<file path="config.mk">
export PLATFORM = sky130hd
export DESIGN_NAME = pic_bank_ctrl
export DESIGN_NICKNAME = d
export VERILOG_FILES = /design/src/rtl/pic_bank_ctrl.sv
export SDC_FILE = /design/constraint.sdc
export NUM_CORES = 1
export LEC_CHECK = 0
export BUFFER_PORTS_ARGS = -buffer_cell sky130_fd_sc_hd__buf_2
export CAP_MARGIN = 30
export CORE_AREA = 2 2 53 55
export DETAILED_ROUTE_END_ITERATION = 10
export DIE_AREA = 0 0 55 57
export PLACE_DENSITY = 0.73
export SETUP_SLACK_MARGIN = 0.5
export SLEW_MARGIN = 20
export SYNTH_ARGS = -nofsm -noshare
export SYNTH_HDL_FRONTEND = slang
export SYNTH_SLANG_ARGS = --single-unit
</file>
<file path="constraint.sdc">
create_clock -name sys_clk -period 2.07 [get_ports sys_clk]
set_clock_uncertainty 0.05 [all_clocks]
set_input_delay 0.3105 -clock sys_clk [delete_from_list [all_inputs] [get_ports sys_clk]]
set_output_delay 0.3105 -clock sys_clk [all_outputs]
set_load 0.01 [all_outputs]
</file>
<file path="src/rtl/pic_bank_ctrl.sv">
// Ping-pong frame-buffer write controller: fills the back bank, swaps banks on vsync.
// Optional saturating drop counter enabled by defining PIC_BANK_DROP_CNT_EN.
module pic_bank_ctrl #(
    parameter int unsigned PIC_SIZE = 31684,
    parameter int unsigned ADDR_W   = 15
) (
    input  logic              sys_clk,
    input  logic              sys_rst_n,
    input  logic              rx_valid_flag,
    input  logic              vsync_pulse,
    input  logic              soft_clr,
    output logic              wr_en,
    output logic [ADDR_W-1:0] wr_addr,
    output logic              wr_bank,
    output logic              rd_bank,
    output logic              frame_rdy,
    output logic              frame_done,
    output logic              pend,
    output logic              drop_flag
`ifdef PIC_BANK_DROP_CNT_EN
   ,output logic [15:0]       drop_cnt
`endif
);

    localparam logic [ADDR_W-1:0] LAST_ADDR = ADDR_W'(PIC_SIZE - 1);

    typedef enum logic {FILL = 1'b0, FULL = 1'b1} state_t;

    state_t            state_q, state_d;
    logic [ADDR_W-1:0] wr_addr_q, wr_addr_d;
    logic              wr_bank_q, wr_bank_d;
    logic              rd_bank_q, rd_bank_d;
    logic              frame_rdy_q, frame_rdy_d;
    logic              frame_done_q, frame_done_d;
    logic              pend_q, pend_d;
    logic              drop_flag_q, drop_flag_d;
    logic [15:0]       drop_cnt_q, drop_cnt_d;

    logic accept;
    logic last_pix;

    // Pixels are only written while filling and not being aborted.
    assign accept   = rx_valid_flag & (state_q == FILL) & ~soft_clr;
    assign last_pix = accept & (wr_addr_q == LAST_ADDR);

    always_ff @(posedge sys_clk or negedge sys_rst_n) begin
        if (!sys_rst_n) begin
            state_q <= FILL;
        end else begin
            state_q <= state_d;
        end
    end

    always_comb begin
        state_d = state_q;
        if (soft_clr) begin
            state_d = FILL;
        end else begin
            case (state_q)
                FILL:    if (last_pix)    state_d = FULL;
                FULL:    if (vsync_pulse) state_d = FILL;
                default: state_d = FILL;
            endcase
        end
    end

    always_comb begin
        wr_addr_d    = wr_addr_q;
        wr_bank_d    = wr_bank_q;
        rd_bank_d    = rd_bank_q;
        frame_rdy_d  = frame_rdy_q;
        frame_done_d = 1'b0;
        pend_d       = pend_q;
        drop_flag_d  = drop_flag_q;
        drop_cnt_d   = drop_cnt_q;
        if (soft_clr) begin
            wr_addr_d   = '0;
            pend_d      = 1'b0;
            drop_flag_d = 1'b0;
            drop_cnt_d  = '0;
        end else if (state_q == FILL) begin
            if (last_pix) begin
                wr_addr_d    = '0;
                pend_d       = 1'b1;
                frame_done_d = 1'b1;
            end else if (accept) begin
                wr_addr_d = wr_addr_q + ADDR_W'(1);
            end
        end else begin
            if (rx_valid_flag) begin
                drop_flag_d = 1'b1;
                if (drop_cnt_q != 16'hFFFF) drop_cnt_d = drop_cnt_q + 16'd1;
            end
            // Swap only here so the display never sees a partial frame.
            if (vsync_pulse) begin
                rd_bank_d   = wr_bank_q;
                wr_bank_d   = ~wr_bank_q;
                frame_rdy_d = 1'b1;
                pend_d      = 1'b0;
            end
        end
    end

    always_ff @(posedge sys_clk or negedge sys_rst_n) begin
        if (!sys_rst_n) begin
            wr_addr_q    <= '0;
            wr_bank_q    <= 1'b0;
            rd_bank_q    <= 1'b1;
            frame_rdy_q  <= 1'b0;
            frame_done_q <= 1'b0;
            pend_q       <= 1'b0;
            drop_flag_q  <= 1'b0;
            drop_cnt_q   <= '0;
        end else begin
            wr_addr_q    <= wr_addr_d;
            wr_bank_q    <= wr_bank_d;
            rd_bank_q    <= rd_bank_d;
            frame_rdy_q  <= frame_rdy_d;
            frame_done_q <= frame_done_d;
            pend_q       <= pend_d;
            drop_flag_q  <= drop_flag_d;
            drop_cnt_q   <= drop_cnt_d;
        end
    end

    assign wr_en      = accept;
    assign wr_addr    = wr_addr_q;
    assign wr_bank    = wr_bank_q;
    assign rd_bank    = rd_bank_q;
    assign frame_rdy  = frame_rdy_q;
    assign frame_done = frame_done_q;
    assign pend       = pend_q;
    assign drop_flag  = drop_flag_q;
`ifdef PIC_BANK_DROP_CNT_EN
    assign drop_cnt   = drop_cnt_q;
`else
    logic unused_drop_cnt;
    assign unused_drop_cnt = ^drop_cnt_q;
`endif

endmodule

</file>
==> impl_metrics.ini <==
[clock_tree]
clk_latency_ns = 0.31
cts_buffers = 3
clock_sinks = 22
cts_root_buffer = clkbuf_4
clockBufferDepth = 2
clk_pin_slew_ns = 0.13
tritoncts = done
ctsHtreeMaxLevel = 1

[synth]
synth.distinct_cells = 32
synth_ff_type = dfrtp_1
async_flop_share_pct = 100
ys_seq_area_share_pct = 47.0
synth-edff-count = 0
netlist_area_um2 = 1170
synth_area_per_cell_um2 = 9.55
synth_area_leaders = dfrtp_1 45%, a31oi_1 11%, nand3b_1 5.1%, nand3_1 4.3%, nand4_1 3.2%
synthTopCellsByCount = 21 x a31oi_1, 21 x dfrtp_1, 10 x nand3_1
ys.warnings.count = 0
ys_ff_latch = 22
syn_nets = 129
synth_top_cell_by_area = dfrtp_1
yosysTopAreaCellShare_pct = 44.7
synth_cells = 123

[detailed_routing]
vias = 1191
viasPerCell = 6.14
wire_per_inst_um = 17.0
routed_wirelength_um = 3290
drt_first_pass_iters = 4
drt_iter0_drc = 52
drc = 0
ant_nets = 0

[die]
ioPinCount = 27
floorplan.initialDensity_pct = 44.9
design.core.area_um2 = 2620
die_h_um = 57
rows = 19
die_x_um = 55
dieArea_um2 = 3140

[sta]
setup_viol = 0
fmax_mhz = 500
rsz0062_at_grt = yes
period_share_pct = 96.7
period_needed_ns = 2.00
hold_violations = 0
worst_pin_slew_ns = 0.514
relSlewSlack_pct = 65.7
slew_viol_final = 0

[worst_setup_path]
crit_path_start_kind = register
cp-end-kind = register
crit_type = register to register
r2r-start = wr_addr[1]
r2r_cells = 5
crit_required_ns = 2.27
worst-path-max-fanout = 3
startpoint = wr_addr[1]
arrival_ns = 2.20

[finish]
area_growth_pct = 32.3
design_area_um2 = 1550
nNetsFinal = 170
antennaDiodeCount = 0
fin_cells = 194
drive_gt1_share_pct = 39.3
final_util_pct = 59.4

[min_path]
hold_depth = 3
worstHoldStart = rx_valid_flag
hp-class = primary input to register

[global_routing]
grt_usage_pct = 23.3
gr-total-overflow = 0
grt_pass1_wl_um = 5380
grt_max_degree = 23
antenna_found_initial = 0
grt_pass1_vias = 1136

[flow_run]
drv_cap = 0

[placement]
place_congestion = 0.828
place_inst = 183
place_area_um2 = 1390
port_buffers = 26
dp_hpwl_um = 2100

[power_and_ir_drop]
power_density_nw_per_um2 = 530
finalPower_mw = 0.823
leakage_nw = 0.708
ir_drop_v = 0.000441

[status]
status = finished clean
[metrics by stage]
| stage | setup TNS [ns] | setup slack (ns) | hold WS, ns |
|---|---|---|---|
| 2_1_floorplan | -0.528 | -0.120 | -0.0351 |
| 3_3_place_gp | 0 | 0.127 | 0.254 |
| 3_5_place_dp | 0 | 0.0340 | 0.261 |
| 4_1_cts | 0 | 0.0833 | 0.229 |
| 5_1_grt | 0 | 0.00238 | 0.241 |
| 6_report | 0 | 0.0688 | 0.247 |
[path summary, 6_finish.rpt]
check / to / slack, ns
min in group asynchronous: drop_flag / 0.43
max: pend / 0.07
min reg2reg: wr_bank / 0.45
max in group asynchronous: wr_addr[0] / 1.17
min: drop_flag / 0.25
max reg2reg: pend / 0.07
[flip-flops by register name, indices dropped and copies added (netlist names)]
name / count
wr_addr: 15
frame_rdy: 1
frame_done: 1
rd_bank: 1
wr_bank: 1
drop_flag: 1
pend: 1
state_q: 1
[critical path, cell delays in order, from the launching register on]
cell     delay (ns)
dfrtp_1        0.41
ha_4           0.14
or3b_1         0.34
or4_4          0.45
or3b_4         0.40
a21oi_2        0.13
[report_power, final]
| part | switching, mW | internal [mW] | leakage, nW |
|---|---|---|---|
| clock | 0.137 | 0.108 | 0.0210 |
| combinational | 0.0737 | 0.0554 | 0.387 |
| sequential | 0.00808 | 0.442 | 0.300 |
[routing by layer]
layer / share of wire (%) / vias up / global-route usage [%]
li1: - / 549 / -
met1: 42 / 581 / 31.7
met2: 50 / 48 / 36.2
met3: 4.8 / 13 / 2.88
met4: 3.4 / 0 / 11.5
met5: 0 / - / 0
[logic make-up (layout without fill, tap and decap cells)]
kind of cell	after synthesis	count (layout)	synth area share, %
simple gates	56	56	27.7
compound gates	30	30	17.0
flops	22	22	47.0
buf+inv	11	51	4.79
xor+xnor	2	2	1.49
fa+ha+maj	1	1	1.06
mux	1	1	0.958
[what timing repair did]
item	CTS	global route
gates cloned	1	0
hold buffers	1	0
setup buffers	4	1
endpoints found under the hold margin	21	0
endpoints found under the setup margin	18	19
resized for setup	6	6
pin swaps	2	2
[cell usage in the layout (no fill, tap or decap), types with 2 or more instances in the layout]
master / instances
buf_2: 26
dfrtp_1: 20
a31oi_1: 18
buf_4: 16
nand3_1: 10
nand3b_1: 8
nor2_1: 7
nand4_1: 6
nand2_1: 6
nand2b_1: 3
clkbuf_4: 3
buf_6: 3
a21oi_2: 2
nor3_1: 2
and3_1: 2
a31oi_2: 2
o21ai_0: 2
nor4_1: 2
xnor2_1: 2
or4_1: 2
[area by class of cell]
class,instances,area [um2]
multi-input cells,90,628
clock buffers,4,36.3
flip-flops and latches,22,553
well taps,31,38.8
repair buffers,46,294
inverters,1,3.75
fillers,243,1060
No activity file was read; power rests on OpenSTA's default activity.
